<file path="src/rtl/board_pkg.sv">
// Shared board-level types and constants for the ROM fetch path.
package board_pkg;

  typedef enum logic {
    IDLE = 1'b0,
    WAIT = 1'b1
  } rom_arb_state_t;

  typedef enum logic {
    REQ_CPU = 1'b0,
    REQ_SND = 1'b1
  } rom_requester_t;

  localparam logic [24:0] CPU_ROM_SDR_BASE = 25'h000000;
  localparam logic [24:0] SND_ROM_SDR_BASE = 25'h100000;

endpackage

</file>
<file path="src/rtl/rom_word_cache.sv">
// One-word last-fetch cache: tag compare, fill from SDRAM and flush.
module rom_word_cache #(
  parameter int TAG_W = 19
) (
  input  logic             clk,
  input  logic             reset_n,
  input  logic             flush,
  input  logic [TAG_W-1:0] lookup_tag,
  output logic             hit,
  output logic [15:0]      word,
  input  logic             fill_en,
  input  logic             fill_valid,
  input  logic [TAG_W-1:0] fill_tag,
  input  logic [15:0]      fill_word
);

  logic             valid_q;
  logic [TAG_W-1:0] tag_q;
  logic [15:0]      word_q;

  always_ff @(posedge clk or negedge reset_n) begin
    if (!reset_n) begin
      valid_q <= 1'b0;
      tag_q   <= '0;
      word_q  <= '0;
    end else begin
      if (fill_en) begin
        tag_q   <= fill_tag;
        word_q  <= fill_word;
        valid_q <= fill_valid;
      end
      // A flush arriving on the completion cycle must still leave the entry invalid.
      if (flush) valid_q <= 1'b0;
    end
  end

  assign hit  = valid_q && (tag_q == lookup_tag);
  assign word = word_q;

endmodule

</file>
<file path="src/rtl/rom_fetch_arbiter.sv">
// Shares one SDRAM ROM channel between the V33 CPU and the Z80 sound CPU,
// with a one-word cache per requester and round-robin miss arbitration.
module rom_fetch_arbiter
  import board_pkg::*;
#(
  parameter int                SDR_AW       = 25,
  parameter logic [SDR_AW-1:0] CPU_ROM_BASE = SDR_AW'(CPU_ROM_SDR_BASE),
  parameter logic [SDR_AW-1:0] SND_ROM_BASE = SDR_AW'(SND_ROM_SDR_BASE)
) (
  input  logic              clk,
  input  logic              reset_n,
  input  logic              flush,
  input  logic              cpu_strobe,
  input  logic [19:0]       cpu_addr,
  output logic [15:0]       cpu_data,
  output logic              cpu_ready,
  input  logic              snd_strobe,
  input  logic [15:0]       snd_addr,
  output logic [7:0]        snd_data,
  output logic              snd_ready,
  output logic              sdr_req,
  input  logic              sdr_ack,
  output logic [SDR_AW-1:0] sdr_addr,
  input  logic [15:0]       sdr_data
);

  rom_arb_state_t    state_q;
  rom_requester_t    grant_q, last_grant_q, next_grant;
  logic              sdr_req_q;
  logic [SDR_AW-1:0] sdr_addr_q;
  logic              cpu_pend_q, snd_pend_q;
  logic [18:0]       cpu_tag_q;
  logic [15:0]       snd_addr_q;
  logic              flush_seen_q;
  logic              cpu_ready_q, snd_ready_q;
  logic [15:0]       cpu_data_q;
  logic [7:0]        snd_data_q;

  logic              cpu_hit_raw, snd_hit_raw;
  logic [15:0]       cpu_word, snd_word;
  logic              cpu_hit, cpu_miss, snd_hit, snd_miss;
  logic              complete, cpu_fill, snd_fill;
  logic [SDR_AW-1:0] cpu_sdr_addr, snd_sdr_addr;
  logic              unused_addr_lsb;

  assign unused_addr_lsb = cpu_addr[0];

  rom_word_cache #(.TAG_W(19)) u_cpu_cache (
    .clk        (clk),
    .reset_n    (reset_n),
    .flush      (flush),
    .lookup_tag (cpu_addr[19:1]),
    .hit        (cpu_hit_raw),
    .word       (cpu_word),
    .fill_en    (cpu_fill),
    .fill_valid (!flush_seen_q),
    .fill_tag   (cpu_tag_q),
    .fill_word  (sdr_data)
  );

  rom_word_cache #(.TAG_W(15)) u_snd_cache (
    .clk        (clk),
    .reset_n    (reset_n),
    .flush      (flush),
    .lookup_tag (snd_addr[15:1]),
    .hit        (snd_hit_raw),
    .word       (snd_word),
    .fill_en    (snd_fill),
    .fill_valid (!flush_seen_q),
    .fill_tag   (snd_addr_q[15:1]),
    .fill_word  (sdr_data)
  );

  // Strobes while pending are protocol violations and are dropped entirely.
  assign cpu_hit  = cpu_strobe && !cpu_pend_q && cpu_hit_raw;
  assign cpu_miss = cpu_strobe && !cpu_pend_q && !cpu_hit_raw;
  assign snd_hit  = snd_strobe && !snd_pend_q && snd_hit_raw;
  assign snd_miss = snd_strobe && !snd_pend_q && !snd_hit_raw;

  assign complete = (state_q == WAIT) && (sdr_ack == sdr_req_q);
  assign cpu_fill = complete && (grant_q == REQ_CPU);
  assign snd_fill = complete && (grant_q == REQ_SND);

  assign cpu_sdr_addr = CPU_ROM_BASE + SDR_AW'({cpu_tag_q, 1'b0});
  assign snd_sdr_addr = SND_ROM_BASE + SDR_AW'({snd_addr_q[15:1], 1'b0});

  always_comb begin
    next_grant = REQ_SND;
    if (cpu_pend_q && snd_pend_q)
      next_grant = (last_grant_q == REQ_CPU) ? REQ_SND : REQ_CPU;
    else if (cpu_pend_q)
      next_grant = REQ_CPU;
  end

  always_ff @(posedge clk or negedge reset_n) begin
    if (!reset_n) begin
      state_q      <= IDLE;
      grant_q      <= REQ_CPU;
      last_grant_q <= REQ_SND;
      sdr_req_q    <= 1'b0;
      sdr_addr_q   <= '0;
      cpu_pend_q   <= 1'b0;
      snd_pend_q   <= 1'b0;
      cpu_tag_q    <= '0;
      snd_addr_q   <= '0;
      flush_seen_q <= 1'b0;
      cpu_ready_q  <= 1'b0;
      snd_ready_q  <= 1'b0;
      cpu_data_q   <= '0;
      snd_data_q   <= '0;
    end else begin
      cpu_ready_q <= cpu_hit || cpu_fill;
      snd_ready_q <= snd_hit || snd_fill;
      if (cpu_hit)       cpu_data_q <= cpu_word;
      else if (cpu_fill) cpu_data_q <= sdr_data;
      if (snd_hit)       snd_data_q <= snd_addr[0] ? snd_word[15:8] : snd_word[7:0];
      else if (snd_fill) snd_data_q <= snd_addr_q[0] ? sdr_data[15:8] : sdr_data[7:0];

      if (cpu_miss) begin
        cpu_pend_q <= 1'b1;
        cpu_tag_q  <= cpu_addr[19:1];
      end else if (cpu_fill) begin
        cpu_pend_q <= 1'b0;
      end
      if (snd_miss) begin
        snd_pend_q <= 1'b1;
        snd_addr_q <= snd_addr;
      end else if (snd_fill) begin
        snd_pend_q <= 1'b0;
      end

      case (state_q)
        IDLE: begin
          flush_seen_q <= 1'b0;
          if (cpu_pend_q || snd_pend_q) begin
            grant_q    <= next_grant;
            sdr_addr_q <= (next_grant == REQ_CPU) ? cpu_sdr_addr : snd_sdr_addr;
            sdr_req_q  <= !sdr_req_q;
            state_q    <= WAIT;
          end
        end
        WAIT: begin
          if (complete) begin
            flush_seen_q <= 1'b0;
            last_grant_q <= grant_q;
            state_q      <= IDLE;
          end else if (flush) begin
            flush_seen_q <= 1'b1;
          end
        end
        default: state_q <= IDLE;
      endcase
    end
  end

  assign sdr_req   = sdr_req_q;
  assign sdr_addr  = sdr_addr_q;
  assign cpu_ready = cpu_ready_q;
  assign cpu_data  = cpu_data_q;
  assign snd_ready = snd_ready_q;
  assign snd_data  = snd_data_q;

endmodule
</file>
<file path="config.mk">
export PLATFORM = sky130hd
export DESIGN_NAME = rom_fetch_arbiter
export DESIGN_NICKNAME = d
export VERILOG_FILES = /design/src/rtl/board_pkg.sv /design/src/rtl/rom_word_cache.sv /design/src/rtl/rom_fetch_arbiter.sv
export SDC_FILE = /design/constraint.sdc
export NUM_CORES = 1
export LEC_CHECK = 0
export CORE_ASPECT_RATIO = 0.5
export CORE_MARGIN = 8
export CORE_UTILIZATION = 30
export DETAILED_ROUTE_END_ITERATION = 7
export PLACE_DENSITY = 0.56
export SLEW_MARGIN = 20
export SYNTH_ARGS = -nofsm -noshare
export SYNTH_HDL_FRONTEND = slang
export SYNTH_HIERARCHICAL = 1
export SYNTH_SLANG_ARGS = --single-unit
</file>
<file path="constraint.sdc">
create_clock -name clk -period 2.7 [get_ports clk]
set_clock_uncertainty 0.1 [all_clocks]
set_input_delay 0.405 -clock clk [delete_from_list [all_inputs] [get_ports clk]]
set_output_delay 0.405 -clock clk [all_outputs]
set_load 0.02 [all_outputs]
</file>
* Yosys cells after proc, flatten, opt, wreduce, memory -nomap -nowiden
Index checks and enable logic that the tools add are counted.
W data, S select, Z words.
** Word-level totals
- Bits in registers :: 161
- Word-level logic and storage cells :: 80
** Operators by class
- Mux-type cells :: 24
- $add $sub $neg :: 1
- Eq/ne operators :: 4
- Reduce and logical (&&, ||, !) cells :: 29
- Bitwise operators :: 2
** Operators by type and width (number)
- $mux W16 :: 2
- $mux W8 :: 4
- $add A21 B16 Y22 const A :: 1
- $mux W22 :: 1
- $eq A19 B19 Y1 :: 1
- $eq A15 B15 Y1 :: 1
- $mux W1 :: 15
- $logic_and A1 B1 Y1 :: 12
- $reduce_bool A2 Y1 :: 6
- $logic_not A1 Y1 :: 6
- $pmux W1 S2 :: 2
- $reduce_and A2 Y1 :: 2
- $logic_or A1 B1 Y1 :: 3
- $ne A3 B2 Y1 const B :: 1
- $not A1 Y1 :: 2
- $eq A1 B1 Y1 :: 1

* Depth between registers and ports, before layout
- Depth in word-level cells :: 5
- Gate-level depth with buffers :: 8
- Mapped depth without buffers :: 7

* Modules after synthesis
Netlist, hierarchy kept.
** By module, submodules not included
- rom_fetch_arbiter :: seq. area each 2178.3 um2, area each 3863.7 um2, times used 1, cells an instance 321
- rom_word_cache at u_cpu_cache :: seq. area each 900.9 um2, area each 1549.0 um2, times used 1, cells an instance 103
- rom_word_cache at u_snd_cache :: seq. area each 800.8 um2, area each 1512.7 um2, times used 1, cells an instance 89

* Worst setup path after synthesis
Ideal clock, no wire load.
- Path kind :: input to register
- From :: in snd_addr[4]
- To :: reg snd_data_q[6], in the netlist snd_data[6]
- Stages :: 7
- Slack :: 739 ps
- Path buffers :: 1
- Arrival :: 1719 ps
- Path through :: xnor2_1 nand4_1 nor4_2 nand3b_1 clkbuf_1 nand4_1 o221ai_1
** On the way
- Longest elaborated chain between the ends :: 4
- Elaborated cells between the ends (all ways) :: 5
- Classes of those cells :: eq/ne: 1; mux: 1; reduce/logical: 3
** Ends and longest elaborated chain
- start: declaration :: line rom_fetch_arbiter.sv:18 : input logic [15:0] snd_addr,
- $eq A15 B15 Y1 (*) :: line rom_word_cache.sv:37 : assign hit = valid_q && (tag_q == lookup_tag);
- $logic_and A1 B1 Y1 (*) :: line rom_word_cache.sv:37
- via snd_hit_raw :: line rom_fetch_arbiter.sv:39 : logic cpu_hit_raw, snd_hit_raw;
- $logic_and A1 B1 Y1 (*) :: line rom_fetch_arbiter.sv:77 : assign snd_hit = snd_strobe && !snd_pend_q && snd_hit_raw;
- $mux W8 or $reduce_bool A2 Y1 (tied branches)
- end signal: assignment :: line rom_fetch_arbiter.sv:116 : if (snd_hit) snd_data_q <= snd_addr[0] ? snd_word[15:8] : snd_word[7:0];
- end signal: assignment :: line rom_fetch_arbiter.sv:117 : else if (snd_fill) snd_data_q <= snd_addr_q[0] ? sdr_data[15:8] : sdr_data[7:0];
- end: declaration :: line rom_fetch_arbiter.sv:37 : logic [7:0] snd_data_q;
Mark *: on every way through the listed nets, which the timed path passes. The rest lies on a longest branch.
A chain may end at the register's enable or synchronous reset.

* Worst setup path in the final report
- From :: in cpu_addr[9]
- To :: reg cpu_tag_q[8]
** On the way
- Longest elaborated chain between the ends :: 4
** Ends and longest elaborated chain
- start: declaration :: line rom_fetch_arbiter.sv:14 : input logic [19:0] cpu_addr,
- $eq A19 B19 Y1 :: line rom_word_cache.sv:37
- $logic_and A1 B1 Y1 :: line rom_word_cache.sv:37
- via cpu_hit_raw :: line rom_fetch_arbiter.sv:39
- $logic_not A1 Y1 :: line rom_fetch_arbiter.sv:76 : assign cpu_miss = cpu_strobe && !cpu_pend_q && !cpu_hit_raw;
- $logic_and A1 B1 Y1 :: line rom_fetch_arbiter.sv:76
- end signal: assignment :: line rom_fetch_arbiter.sv:121 : cpu_tag_q <= cpu_addr[19:1];
- end: declaration :: line rom_fetch_arbiter.sv:32 : logic [18:0] cpu_tag_q;
The timed path passes the listed nets, and every way through them passes these cells.

==> metrics.csv <==
metric;value;unit
GRT Total Usage;12.6;%
GPL Wtd Cong;0.750;
family with the most delay on the worst path;simple AND/OR/NAND/NOR gates;
Clk Latency, worst-skew pair;0.43;ns
endpoints failing hold;0;
vias per inst;4.64;
Layout fillers;2174;
largest net degree at the start of global routing;51;
Routed WL per cell;18.2;um
most used flip-flop cell after synthesis;dfrtp_1;
Initial DRC Count;188;
Synthesis Warnings;6;
Unique masters post-synth;42;
Cell Chain, Critical Path;clkdlybuf4s50_1, xor2_1, nor4_1, nand3_1, nor3_2, nor3b_2, buf_12, mux2_1;
Die Span Y;123;um
DP Area;0.00832;sq mm
Sink Count;155;
mapped cell area;0.00693;sq mm
initial antenna violation count;1;
final wirelength;17200;um
Yosys reg bits;155;
Initial Util;30.5;%
Die Wd;231;um
min Tclk post-route;2.22;ns
Seq pwr share;38.0;%
IO Pins;110;
Slew Viols, Final;0;
Cell Rows;39;
setup bufs post-CTS;0;
Num CTS Buffers;17;
PD cells;1270;mW/mm^2
element type at the critical path end;flip-flop;
Critical Path AT;2.43;ns
fin util;39.4;%
critical path's slowest cell;clkdlybuf4s50_1;
Buf/Inv on CP;2;
drt drc;0;
clock power share;22.6;%
Slew @ Worst Pin;0.819;ns
Syn Area/Cell;13.5;sq um
post-DP HPWL;12000;um
CTS tree;done;
CTS clk-pin slew, worst paths;0.06;ns
CP Launch Type;primary input;
Post-Layout Inst Area;0.00897;sq mm
layout cell share with drive strength beyond 1;24.4;%
Remaining Overflow, GRT;0;
vias in the first global route;4784;
HP Class;primary input to async pin;
RSZ-0062 raised after global routing;no;
global-route wire length before repair;27700;um
Net Sw Frac;33.6;%
period utilization;82.3;%
Layout area overhead;29.5;%
First-pass DRT Iterations;4;
CP required;2.91;ns
input/output buffers;103;
# diodes;0;
die area;0.0285;sq mm
worst vdd ir;0.499;mV
worst setup path class;primary input to flip-flop;
# Max-Cap Violations;0;
share of total power in combinational logic;39.4;%
leading cell type in the layout, fill and taps excluded;dfrtp_1;
Root Driver;clkbuf_16;
post-synthesis sequential area ratio;56.0;%
relative slew slack;45.4;%
Syn Inst Count;513;
crit path max fanout;19;
Nets;681;
worst setup slack after layout;0.478;ns
Via Count;4374;
EDFF count, synth;0;
Pint;7590;uW
P_sw;3840;uW
status;completed;
Final setup viols;0;
clock tree buffer depth;2;
Synth async-reset ratio;100;%
most frequent cells in the layout;dfrtp_1 (154), clkdlybuf4s50_1 (102), mux2_2 (64), mux2_4 (29), xnor2_1 (23);
Max Fclk;450;MHz
CTS H-tree depth;4;
CORE AREA;0.0227;sq mm
Final ANT Viol Nets;0;
Crit path largest cell delay;0.44;ns
static leakage;0.00376;uW
dpl ws;-0.00352;ns
==> repair_timing <==
| action | in CTS | in global routing |
|---|---|---|
| hold buffers | 1 | 0 |
| resized for setup | 0 | 0 |
| hold endpoints to repair | 46 | 0 |
==> routing by layer <==
metal / global-route usage, % / routed length, um / part of all wire, % / up-vias
li1: - / - / - / 2069
met1: 15.4 / 7560 / 44 / 2218
met2: 21.2 / 8550 / 50 / 69
met3: 3.92 / 833 / 4.9 / 16
met4: 4.17 / 199 / 1.2 / 2
met5: 0 / 13 / 0.076 / -
==> through the flow <==
| step | setup TNS, ns | std cells | hold WS, ns | power [uW] |
|---|---|---|---|---|
| finish | 0 | 943 | 0.372 | 11400 |
| global route | 0 | 943 | 0.418 | 12200 |
| CTS | 0 | 943 | 0.380 | 11600 |
| detailed placement | -0.00352 | 910 | 0.280 | 8930 |
| global placement | 0 | 910 | 0.278 | 8830 |
| floorplan | 0 | 517 | 0.00941 | 7350 |
==> worst paths after layout <==
path / start / to / slack, ns / depth (start not counted)
max: cpu_addr[9] / cpu_tag_q[8] / 0.48 / 8
max in group asynchronous: reset_n / last_grant_q / 1.42 / 3
max reg2reg: u_cpu_cache/tag_q[8] / cpu_tag_q[8] / 0.54 / 7
min: reset_n / u_cpu_cache/word[1] / 0.37 / 2
min reg2reg: sdr_addr[17] / sdr_addr[17] / 0.41 / 1
min in group clk: sdr_addr[17] / sdr_addr[17] / 0.41 / 1
==> layout make-up <==
| type | instances | area [sq um] | area share, % |
|---|---|---|---|
| inverters | 6 | 22.5 | 0.251 |
| multi-input cells | 320 | 2790 | 31.1 |
| clock inverters | 13 | 189 | 2.11 |
| repair buffers | 123 | 1250 | 13.9 |
| clock buffers | 19 | 453 | 5.05 |
| flip-flops and latches | 155 | 3880 | 43.3 |
| well taps | 307 | 384 | 4.28 |
==> cell usage after synthesis (12+ instances only) <==
cell type	n	area, sq um
a221o_1	15	150
a31oi_1	16	100
and2_1	16	100
buf_2	12	60.1
dfrtp_1	154	3850
mux2_1	16	180
mux2_2	64	721
mux2_4	29	435
nand2_1	15	56.3
nand3_1	17	85.1
nand4_1	14	87.6
nor2_1	20	75.1
o21ai_1	16	80.1
xnor2_1	23	201
xor2_1	12	105
==> state kept, by name (all words and copies together), names as in the netlist <==
name / cells
sdr_addr: 20
cpu_tag_q: 19
u_cpu_cache/tag_q: 19
cpu_data: 16
snd_addr_q: 16
u_cpu_cache/word: 16
u_snd_cache/word: 16
u_snd_cache/tag_q: 15
snd_data: 8
cpu_pend_q: 1
cpu_ready: 1
flush_seen_q: 1
last_grant_q: 1
sdr_req: 1
snd_pend_q: 1
snd_ready: 1
state_q: 1
u_cpu_cache/valid_q: 1
u_snd_cache/valid_q: 1
==> logic make-up (layout without fill, tap and decap cells) <==
logic type | after synthesis | count (layout) | share of synthesized area, %
xor+xnor | 37 | 37 | 4.90
compound gates | 66 | 66 | 7.12
simple gates | 93 | 93 | 7.21
mux | 119 | 119 | 20.7
flops | 155 | 155 | 56.0
buf+inv | 42 | 161 | 3.96
other cells | 1 | 5 | 0.0541
==> power groups by stage <==
stage          logic, uW  clock network (uW)  registers (uW)
4_1_cts             4570                2660            4370
3_3_place_gp        4470                   0            4360
3_5_place_dp        4540                   0            4390
6_report            4500                2580            4350
2_1_floorplan       2860                   0            4490
5_1_grt             4880                2760            4510
Power figures use the tool's default switching activity.
